**config.mk**
```make
export PLATFORM = sky130hd
export DESIGN_NAME = smem_text_writer_flat
export DESIGN_NICKNAME = d
export VERILOG_FILES = /design/src/rtl/smem_text_writer_if.sv /design/src/rtl/smem_text_writer.sv /design/src/flat_wrapper.sv
export SDC_FILE = /design/constraint.sdc
export NUM_CORES = 1
export LEC_CHECK = 0
export BUFFER_PORTS_ARGS = -buffer_cell sky130_fd_sc_hd__buf_2
export CAP_MARGIN = 20
export CORE_MARGIN = 8
export CORE_UTILIZATION = 59
export CTS_CLUSTER_SIZE = 8
export DETAILED_ROUTE_END_ITERATION = 10
export PLACE_DENSITY = 0.8
export SLEW_MARGIN = 20
export SYNTH_ARGS = -nofsm -noshare
export SYNTH_HDL_FRONTEND = slang
export SYNTH_SLANG_ARGS = --single-unit
```
**constraint.sdc**
```tcl
create_clock -name clk -period 4.4 [get_ports clk]
set_input_delay 0.44 -clock clk [delete_from_list [all_inputs] [get_ports clk]]
set_output_delay 0.44 -clock clk [all_outputs]
set_load 0.05 [all_outputs]
```
**src/rtl/smem_text_writer_if.sv**
```systemverilog
// Command input and smem write bus of the screen-memory text writer.
interface smem_text_writer_if #(
    parameter int CW    = 2,
    parameter int Dbits = 11
);
    logic             in_valid;
    logic             in_ready;
    logic [1:0]       in_cmd;
    logic [CW-1:0]    in_char;
    logic             smem_wr;
    logic [Dbits-1:0] smem_addr;
    logic [CW-1:0]    smem_writedata;
    logic [5:0]       cursor_col;
    logic [4:0]       cursor_row;

    modport master (
        output in_valid, in_cmd, in_char,
        input  in_ready, smem_wr, smem_addr, smem_writedata, cursor_col, cursor_row
    );

    modport slave (
        input  in_valid, in_cmd, in_char,
        output in_ready, smem_wr, smem_addr, smem_writedata, cursor_col, cursor_row
    );
endinterface

```
**src/rtl/smem_text_writer.sv**
```systemverilog
// Text cursor and smem write front end: clears the 40x30 tile screen after
// reset or on request, then turns put-char/newline/backspace commands into
// single-cycle smem writes at 40*row + col.
module smem_text_writer #(
    parameter int numChars  = 4,
    parameter int Dbits     = 11,
    parameter int Cols      = 40,
    parameter int Rows      = 30,
    parameter int blankCode = 0
) (
    input logic           clk,
    input logic           reset,
    smem_text_writer_if.slave bus
);
    localparam int CW = $clog2(numChars);

    localparam logic [1:0]       CMD_PUT   = 2'b00;
    localparam logic [1:0]       CMD_NL    = 2'b01;
    localparam logic [1:0]       CMD_CLEAR = 2'b10;
    localparam logic [1:0]       CMD_BS    = 2'b11;
    localparam logic [5:0]       LAST_COL  = 6'(Cols - 1);
    localparam logic [4:0]       LAST_ROW  = 5'(Rows - 1);
    localparam logic [Dbits-1:0] LAST_ADDR = Dbits'(Cols * Rows - 1);
    localparam logic [CW-1:0]    BLANK     = CW'(blankCode);

    typedef enum logic {S_CLEAR, S_IDLE} state_t;

    state_t state_q, state_d;

    logic             wr_q, wr_d;
    logic [Dbits-1:0] addr_q, addr_d;
    logic [CW-1:0]    data_q, data_d;
    logic             ready_q, ready_d;
    logic [5:0]       col_q, col_d;
    logic [4:0]       row_q, row_d;
    logic [Dbits-1:0] sweep_q, sweep_d;

    logic       accept;
    logic [4:0] row_next;
    logic [5:0] bs_col;
    logic [4:0] bs_row;

    // 40*row + col built from shifts so no multiplier is inferred
    function automatic logic [Dbits-1:0] tile_addr(input logic [4:0] r, input logic [5:0] c);
        logic [Dbits-1:0] rr;
        rr = Dbits'(r);
        return (rr << 5) + (rr << 3) + Dbits'(c);
    endfunction

    // Handshake and cursor neighbours used by the command decode
    always_comb begin
        accept   = bus.in_valid & ready_q;
        row_next = (row_q == LAST_ROW) ? 5'd0 : row_q + 5'd1;
        bs_col   = col_q;
        bs_row   = row_q;
        if (col_q != 6'd0) begin
            bs_col = col_q - 6'd1;
        end else if (row_q != 5'd0) begin
            bs_col = LAST_COL;
            bs_row = row_q - 5'd1;
        end
    end

    // State register
    always_ff @(posedge clk) begin
        if (reset) state_q <= S_CLEAR;
        else       state_q <= state_d;
    end

    // Next state: sweep ends after the last tile, clear command restarts it
    always_comb begin
        state_d = state_q;
        case (state_q)
            S_CLEAR: if (sweep_q == LAST_ADDR) state_d = S_IDLE;
            S_IDLE:  if (accept && bus.in_cmd == CMD_CLEAR) state_d = S_CLEAR;
            default: state_d = S_CLEAR;
        endcase
    end

    // Next values of the registered outputs, cursor and sweep counter
    always_comb begin
        wr_d    = 1'b0;
        addr_d  = addr_q;
        data_d  = data_q;
        ready_d = (state_q == S_IDLE);
        col_d   = col_q;
        row_d   = row_q;
        sweep_d = sweep_q;
        if (state_q == S_CLEAR) begin
            wr_d    = 1'b1;
            addr_d  = sweep_q;
            data_d  = BLANK;
            sweep_d = sweep_q + 1'b1;
            ready_d = 1'b0;
        end else if (accept) begin
            case (bus.in_cmd)
                CMD_PUT: begin
                    wr_d   = 1'b1;
                    addr_d = tile_addr(row_q, col_q);
                    data_d = bus.in_char;
                    if (col_q == LAST_COL) begin
                        col_d = 6'd0;
                        row_d = row_next;
                    end else begin
                        col_d = col_q + 6'd1;
                    end
                end
                CMD_NL: begin
                    col_d = 6'd0;
                    row_d = row_next;
                end
                CMD_CLEAR: begin
                    // first sweep write goes out immediately, the rest follow from S_CLEAR
                    wr_d    = 1'b1;
                    addr_d  = '0;
                    data_d  = BLANK;
                    sweep_d = Dbits'(1);
                    col_d   = 6'd0;
                    row_d   = 5'd0;
                    ready_d = 1'b0;
                end
                CMD_BS: begin
                    wr_d   = 1'b1;
                    addr_d = tile_addr(bs_row, bs_col);
                    data_d = BLANK;
                    col_d  = bs_col;
                    row_d  = bs_row;
                end
                default: ;
            endcase
        end
    end

    // Output, cursor and sweep registers
    always_ff @(posedge clk) begin
        if (reset) begin
            wr_q    <= 1'b0;
            addr_q  <= '0;
            data_q  <= '0;
            ready_q <= 1'b0;
            col_q   <= 6'd0;
            row_q   <= 5'd0;
            sweep_q <= '0;
        end else begin
            wr_q    <= wr_d;
            addr_q  <= addr_d;
            data_q  <= data_d;
            ready_q <= ready_d;
            col_q   <= col_d;
            row_q   <= row_d;
            sweep_q <= sweep_d;
        end
    end

    assign bus.in_ready       = ready_q;
    assign bus.smem_wr        = wr_q;
    assign bus.smem_addr      = addr_q;
    assign bus.smem_writedata = data_q;
    assign bus.cursor_col     = col_q;
    assign bus.cursor_row     = row_q;
endmodule

```
**src/flat_wrapper.sv**
```systemverilog
// flat-port wrapper written by rule: the top's interface ports become plain ports
module smem_text_writer_flat 
#(
    parameter int numChars  = 4,
    parameter int Dbits     = 11,
    parameter int Cols      = 40,
    parameter int Rows      = 30,
    parameter int blankCode = 0
)
  (clk, reset, bus_in_valid, bus_in_cmd, bus_in_char, bus_in_ready, bus_smem_wr, bus_smem_addr, bus_smem_writedata, bus_cursor_col, bus_cursor_row);
  smem_text_writer_if #(.CW(2), .Dbits(Dbits)) bus_i ();
  input logic clk;
  input logic reset;
  input wire logic [$bits(bus_i.in_valid)-1:0] bus_in_valid;
  input wire logic [$bits(bus_i.in_cmd)-1:0] bus_in_cmd;
  input wire logic [$bits(bus_i.in_char)-1:0] bus_in_char;
  output wire logic [$bits(bus_i.in_ready)-1:0] bus_in_ready;
  output wire logic [$bits(bus_i.smem_wr)-1:0] bus_smem_wr;
  output wire logic [$bits(bus_i.smem_addr)-1:0] bus_smem_addr;
  output wire logic [$bits(bus_i.smem_writedata)-1:0] bus_smem_writedata;
  output wire logic [$bits(bus_i.cursor_col)-1:0] bus_cursor_col;
  output wire logic [$bits(bus_i.cursor_row)-1:0] bus_cursor_row;
  assign bus_i.in_valid = bus_in_valid;
  assign bus_i.in_cmd = bus_in_cmd;
  assign bus_i.in_char = bus_in_char;
  assign bus_in_ready = bus_i.in_ready;
  assign bus_smem_wr = bus_i.smem_wr;
  assign bus_smem_addr = bus_i.smem_addr;
  assign bus_smem_writedata = bus_i.smem_writedata;
  assign bus_cursor_col = bus_i.cursor_col;
  assign bus_cursor_row = bus_i.cursor_row;
  smem_text_writer #(.numChars(numChars), .Dbits(Dbits), .Cols(Cols), .Rows(Rows), .blankCode(blankCode)) u_core (.clk(clk), .reset(reset), .bus(bus_i));
endmodule
```
# ---- Word-level counts from Yosys, hierarchy flattened
# Cells that the tools add are included.
dict set report word_totals {
  reg_bits 38
  inputBits 7
  out_inout_bits 26
  word_cells 67
}
dict set report op_classes {
  addsub 9
  eq_ne 10
  n_mux 24
  n_bitwise 2
  reduce_logical 14
}
# op count
set op_table {}
lappend op_table {{11-bit two-way mux} 5}
lappend op_table {{11-bit case mux with 3 select lines} 1}
lappend op_table {{10-bit by 8-bit adder with 11-bit output} 2}
lappend op_table {{11-bit by 6-bit adder with 11-bit output} 2}
lappend op_table {{5-bit two-way mux} 4}
lappend op_table {{5-bit case mux with 4 select lines} 1}
lappend op_table {{6-bit two-way mux} 3}
lappend op_table {{6-bit case mux with 3 select lines} 1}
lappend op_table {{11-bit by 1-bit adder with 11-bit output, second input constant} 1}
lappend op_table {{11-bit equality test, second input constant} 1}
lappend op_table {{2-bit AND reduction} 4}
lappend op_table {{1-bit two-way mux} 7}
lappend op_table {{6-bit by 1-bit adder with 6-bit output, second input constant} 1}
lappend op_table {{6-bit equality test, second input constant} 1}
lappend op_table {{6-bit nonzero test} 1}
lappend op_table {{2-bit OR reduction} 3}
lappend op_table {{6-bit by 1-bit subtractor with 6-bit output, second input constant} 1}
lappend op_table {{5-bit by 1-bit adder with 5-bit output, second input constant} 1}
lappend op_table {{5-bit equality test, second input constant} 1}
lappend op_table {{5-bit nonzero test} 1}
lappend op_table {{5-bit by 1-bit subtractor with 5-bit output, second input constant} 1}
lappend op_table {{2-bit equality test, second input constant} 2}
lappend op_table {{2-bit != test, second input constant} 2}
lappend op_table {{4-bit != test, second input constant} 1}
lappend op_table {{11 further kinds} 11}

# ---- Longest topological paths before layout
dict set report logic_depth {
  ltp_word 8
  ltp_mapped 15
  mapped_depth_nobuf 15
}

# ---- Worst setup path after synthesis
# Ideal clock, no wire load.
dict set report synth_path {
  path_kind {register to register}
  from {reg u_core.row_q[0], in the netlist u_core.bus.cursor_row[0]}
  to {reg u_core.addr_q[10], in the netlist u_core.bus.smem_addr[10]}
  setup_ns 0.117
  t_arrival_ns 3.483
  required_ns 4.283
  setup_slack_ns 0.799
  stages_incl_launch_ff 16
  path_buffers 1
  period_less_slack_ns 3.601
  cell_sequence {dfxtp_1 inv_1 ha_1 or4b_1 buf_2 nand3_1 xnor2_1 xnor2_1 ha_1 o21bai_1 ha_1 nor2b_1 o31a_1 o211ai_1 nand3_1 a32o_1}
}
dict set report synth_via {
  elab_chain_len 8
  word_cells_on_any_way 13
  cone_classes {add/sub: 5; mux: 7; reduce/logical: 1}
}
# item line
set synth_rtl {}
lappend synth_rtl {{start: declaration} smem_text_writer.sv:35} ;# logic [4:0] row_q, row_d;
lappend synth_rtl {{start signal: assignment} smem_text_writer.sv:150} ;# row_q <= row_d;
lappend synth_rtl {{5-bit by 1-bit subtractor with 5-bit output or 5-bit nonzero test (tied branches)} {smem_text_writer.sv:60, smem_text_writer.sv:58}}
lappend synth_rtl {{5-bit two-way mux} smem_text_writer.sv:58} ;# end else if (row_q != 5'd0) begin
lappend synth_rtl {{5-bit two-way mux} smem_text_writer.sv:56} ;# if (col_q != 6'd0) begin
lappend synth_rtl {{10-bit by 8-bit adder with 11-bit output} smem_text_writer.sv:47} ;# return (rr << 5) + (rr << 3) + Dbits'(c);
lappend synth_rtl {{11-bit by 6-bit adder with 11-bit output} smem_text_writer.sv:47}
lappend synth_rtl {{11-bit case mux with 3 select lines *} smem_text_writer.sv:96} ;# case (bus.in_cmd)
lappend synth_rtl {{11-bit two-way mux *} smem_text_writer.sv:95} ;# end else if (accept) begin
lappend synth_rtl {{11-bit two-way mux *} smem_text_writer.sv:89} ;# if (state_q == S_CLEAR) begin
lappend synth_rtl {{end signal: assignment} smem_text_writer.sv:146} ;# addr_q <= addr_d;
lappend synth_rtl {{end: declaration} smem_text_writer.sv:31} ;# logic [Dbits-1:0] addr_q, addr_d;
# Every way passes the cells marked *; elsewhere a longest branch is shown, timed or not. The select of a mux whose other input is x is not followed.
# A chain may end at the register's enable or synchronous reset.

# ---- Final worst setup path
# Ends and elaborated chain as after synthesis.

==> flow_summary.yaml <==
timing:
  hold_violations: 0
  min_period_over_period: 0.844
  period_minus_slack_ns: 3.71
  grt_setup_unrepaired: "false"
  slew_headroom: 0.432
  slew_viol_final: 0
  fin_ws_ns: 0.687
  holdWs_ns: 0.388
  setup_viol: 0
  fmax_ghz: 0.269
  tns_ns: 0
  tightest_slew_ns: 0.852
  fin_skew_ns: 0.00567
synth:
  ys_seq_elements: 38
  netlist_area_um2: 2950
  synth_common_cells: "dfxtp_1, nand2_1, a21oi_1"
  synth_cells: 373
  yosysTopAreaCell: "dfxtp_1"
  syn_avg_cell_area_um2: 7.90
  synth_flop_cell: "dfxtp_1"
  ys_types: 66
  seq_area_frac_synth: 0.258
  async_reset_ff_frac: 0
  synth_top_area_share: 0.258
  synth_edf_count: 0
  yosys_warnings: 0
  yosysMostFrequentCell: "dfxtp_1"
  synth.area.top_cells: "dfxtp_1, ha_1, a21oi_1"
  syn_nets: 411
place:
  port_buffers: 32
  dp_hpwl_mm: 5.89
  pre_cts_slack_ns: 0.755
  gp_congestion: 0.933
detailed_routing:
  via_count: 2947
  vias_per_cell: 6.35
  drt-initial-drc-count: 323
  antenna_left: 0
  drt_pre_antenna_iters: 5
  wl_mm: 8.09
  drc: 0
  wl_per_cell_um: 17.4
clocking:
  cts.sink_count: 38
  cts_setup_buffers: 0
  root_buffer: "clkbuf_8"
  insertion_delay_ns: 0.31
  path_clk_slew_ns: 0.09
  cts_resized: 0
  cts_buffer_depth: 2
  cts_buffers: 5
  cts_tree: "done"
  ctsHoldBuffers: 0
  htree_num_levels: 2
run_status:
  status: "finished, final reports clean"
global_route:
  antenna_found_initial: 0
  grt_max_degree: 39
  grt-ovfl-total: 0
  grtUsageTotal: 0.223
  grt_pass1_vias: 2751
  grt_pass1_wl_mm: 13.5
floorplan:
  die_y_um: 86.7
  initial_core_util: 0.619
  fp.dieW_um: 86.7
  dieArea_um2: 7510
  boundaryPins: 33
  core.rowCount: 25
  core_um2: 4750
min_path:
  hold_class: "primary input to register"
setup_path:
  cp_max_fo: 11
  cp.required_ns: 4.61
  arrival_ns: 3.92
  cp_cell_sequence: "inv_1 -> ha_1 -> or4b_1 -> nand3_1 -> xnor2_1 -> xnor2_1 -> ha_1 -> o21bai_1 -> ha_1 -> nor2b_1 -> o31a_1 -> o211ai_1 -> nand3_1 -> a32o_1"
  critPathKind: "register to register"
  crit_top_cell: "ha_1"
  start_kind: "register"
  cpPeakStageDelay_ns: 0.57
  crit_slowest_cell: "or4b_1"
  setup.worst_path.end_class: "register"
power_and_ir_drop:
  p_int_w: 0.000589
  p_per_area_nw_per_um2: 238
  pwr-share-seq: 0.455
  leakagePower_nw: 1.36
  ir_worst_vdd_mv: 0.209
  power.clock.fraction: 0.480
  p_sw_w: 0.000185
  p_comb_frac: 0.065
  swShare: 0.239
finish:
  insertedDiodeCount: 0
  fillers: 444
  layout-drive-gt1-share: 0.141
  nNetsFinal: 434
  final_util: 0.684
  area_growth_pct: 10.5
job:
  drv_cap: 0
==> path summary, 6_finish.rpt <==
path                                start  slack (ns)                           end  cells after the start
min                        bus_in_char[1]        0.39  u_core.bus.smem_writedata[1]                      3
min reg2reg  u_core.bus.smem_writedata[1]        0.45  u_core.bus.smem_writedata[1]                      2
max reg2reg      u_core.bus.cursor_row[0]        0.69      u_core.bus.smem_addr[10]                     14
max              u_core.bus.cursor_row[0]        0.69      u_core.bus.smem_addr[10]                     14
==> critical path, delay by kind of cell, from the launching register on <==
kind	cells	cell delay [ns]
simple gates	4	1.05
compound gates	4	0.89
fa+ha+maj	3	0.72
flops	1	0.44
xor+xnor	2	0.33
buf+inv	1	0.19
==> power by group through the flow <==
| stage | registers, W | clock network, W | logic [W] |
|---|---|---|---|
| CTS | 0.000352 | 0.000374 | 0.0000495 |
| floorplan | 0.000366 | 0 | 0.0000285 |
| finish | 0.000352 | 0.000372 | 0.0000503 |
| detailed placement | 0.000360 | 0 | 0.0000491 |
| global route | 0.000353 | 0.000386 | 0.0000546 |
| global placement | 0.000360 | 0 | 0.0000493 |
==> metal layers <==
layer	vias up	GRT usage	wire length, µm
li1	1427	-	-
met1	1386	0.283	3720
met2	118	0.360	3700
met3	16	0.0463	524
met4	0	0.0782	157
met5	-	0	0
==> logic make-up after synthesis <==
logic type / share of synthesized area
AOI/OAI and AO/OA: 0.261
xor gates and xnor gates: 0.0268
adders and majority gates: 0.139
buffers and inverters: 0.0544
DFF: 0.258
muxes: 0.0178
and+or+nand+nor: 0.243
==> state kept, by name, summed over array words and instances (netlist names) <==
| name | cells |
|---|---|
| u_core.bus.cursor_col | 6 |
| u_core.bus.smem_addr | 11 |
| u_core.bus.cursor_row | 5 |
| u_core.state_q | 1 |
| u_core.bus.in_ready | 1 |
| u_core.sweep_q | 11 |
| u_core.bus.smem_writedata | 2 |
| u_core.bus.smem_wr | 1 |
==> stage by stage <==
step           instances  power [W]  area (µm²)
2_1_floorplan        373   0.000395        2950
5_1_grt              464   0.000793        3250
3_3_place_gp         456   0.000409        3120
4_1_cts              464   0.000776        3250
6_report             464   0.000774        3250
3_5_place_dp         456   0.000409        3120
==> layout make-up <==
| cell class | instances | area (µm²) | share of cell area |
|---|---|---|---|
| inverter | 21 | 78.8 | 0.0242 |
| multi-input combinational | 297 | 2020 | 0.622 |
| clock inverter | 3 | 68.8 | 0.0212 |
| timing repair buffer | 33 | 168 | 0.0515 |
| clock buffer | 5 | 68.8 | 0.0212 |
| tap | 67 | 83.8 | 0.0258 |
| sequential | 38 | 761 | 0.234 |
==> cell usage in the layout (no fill, tap or decap), types with 4 or more instances in the layout <==
cell type	n
dfxtp_1	38
nand2_1	36
a21oi_1	32
buf_2	32
nor2_1	29
ha_1	28
nand3_1	24
inv_1	20
o21ai_0	20
nor3_1	10
a211oi_1	10
o211ai_1	8
xnor2_1	6
a221oi_1	5
clkbuf_8	5
nor2b_1	4
nand2b_1	4
a21o_1	4
nor4_1	4
a311oi_1	4
Power figures use the tool's default switching activity.
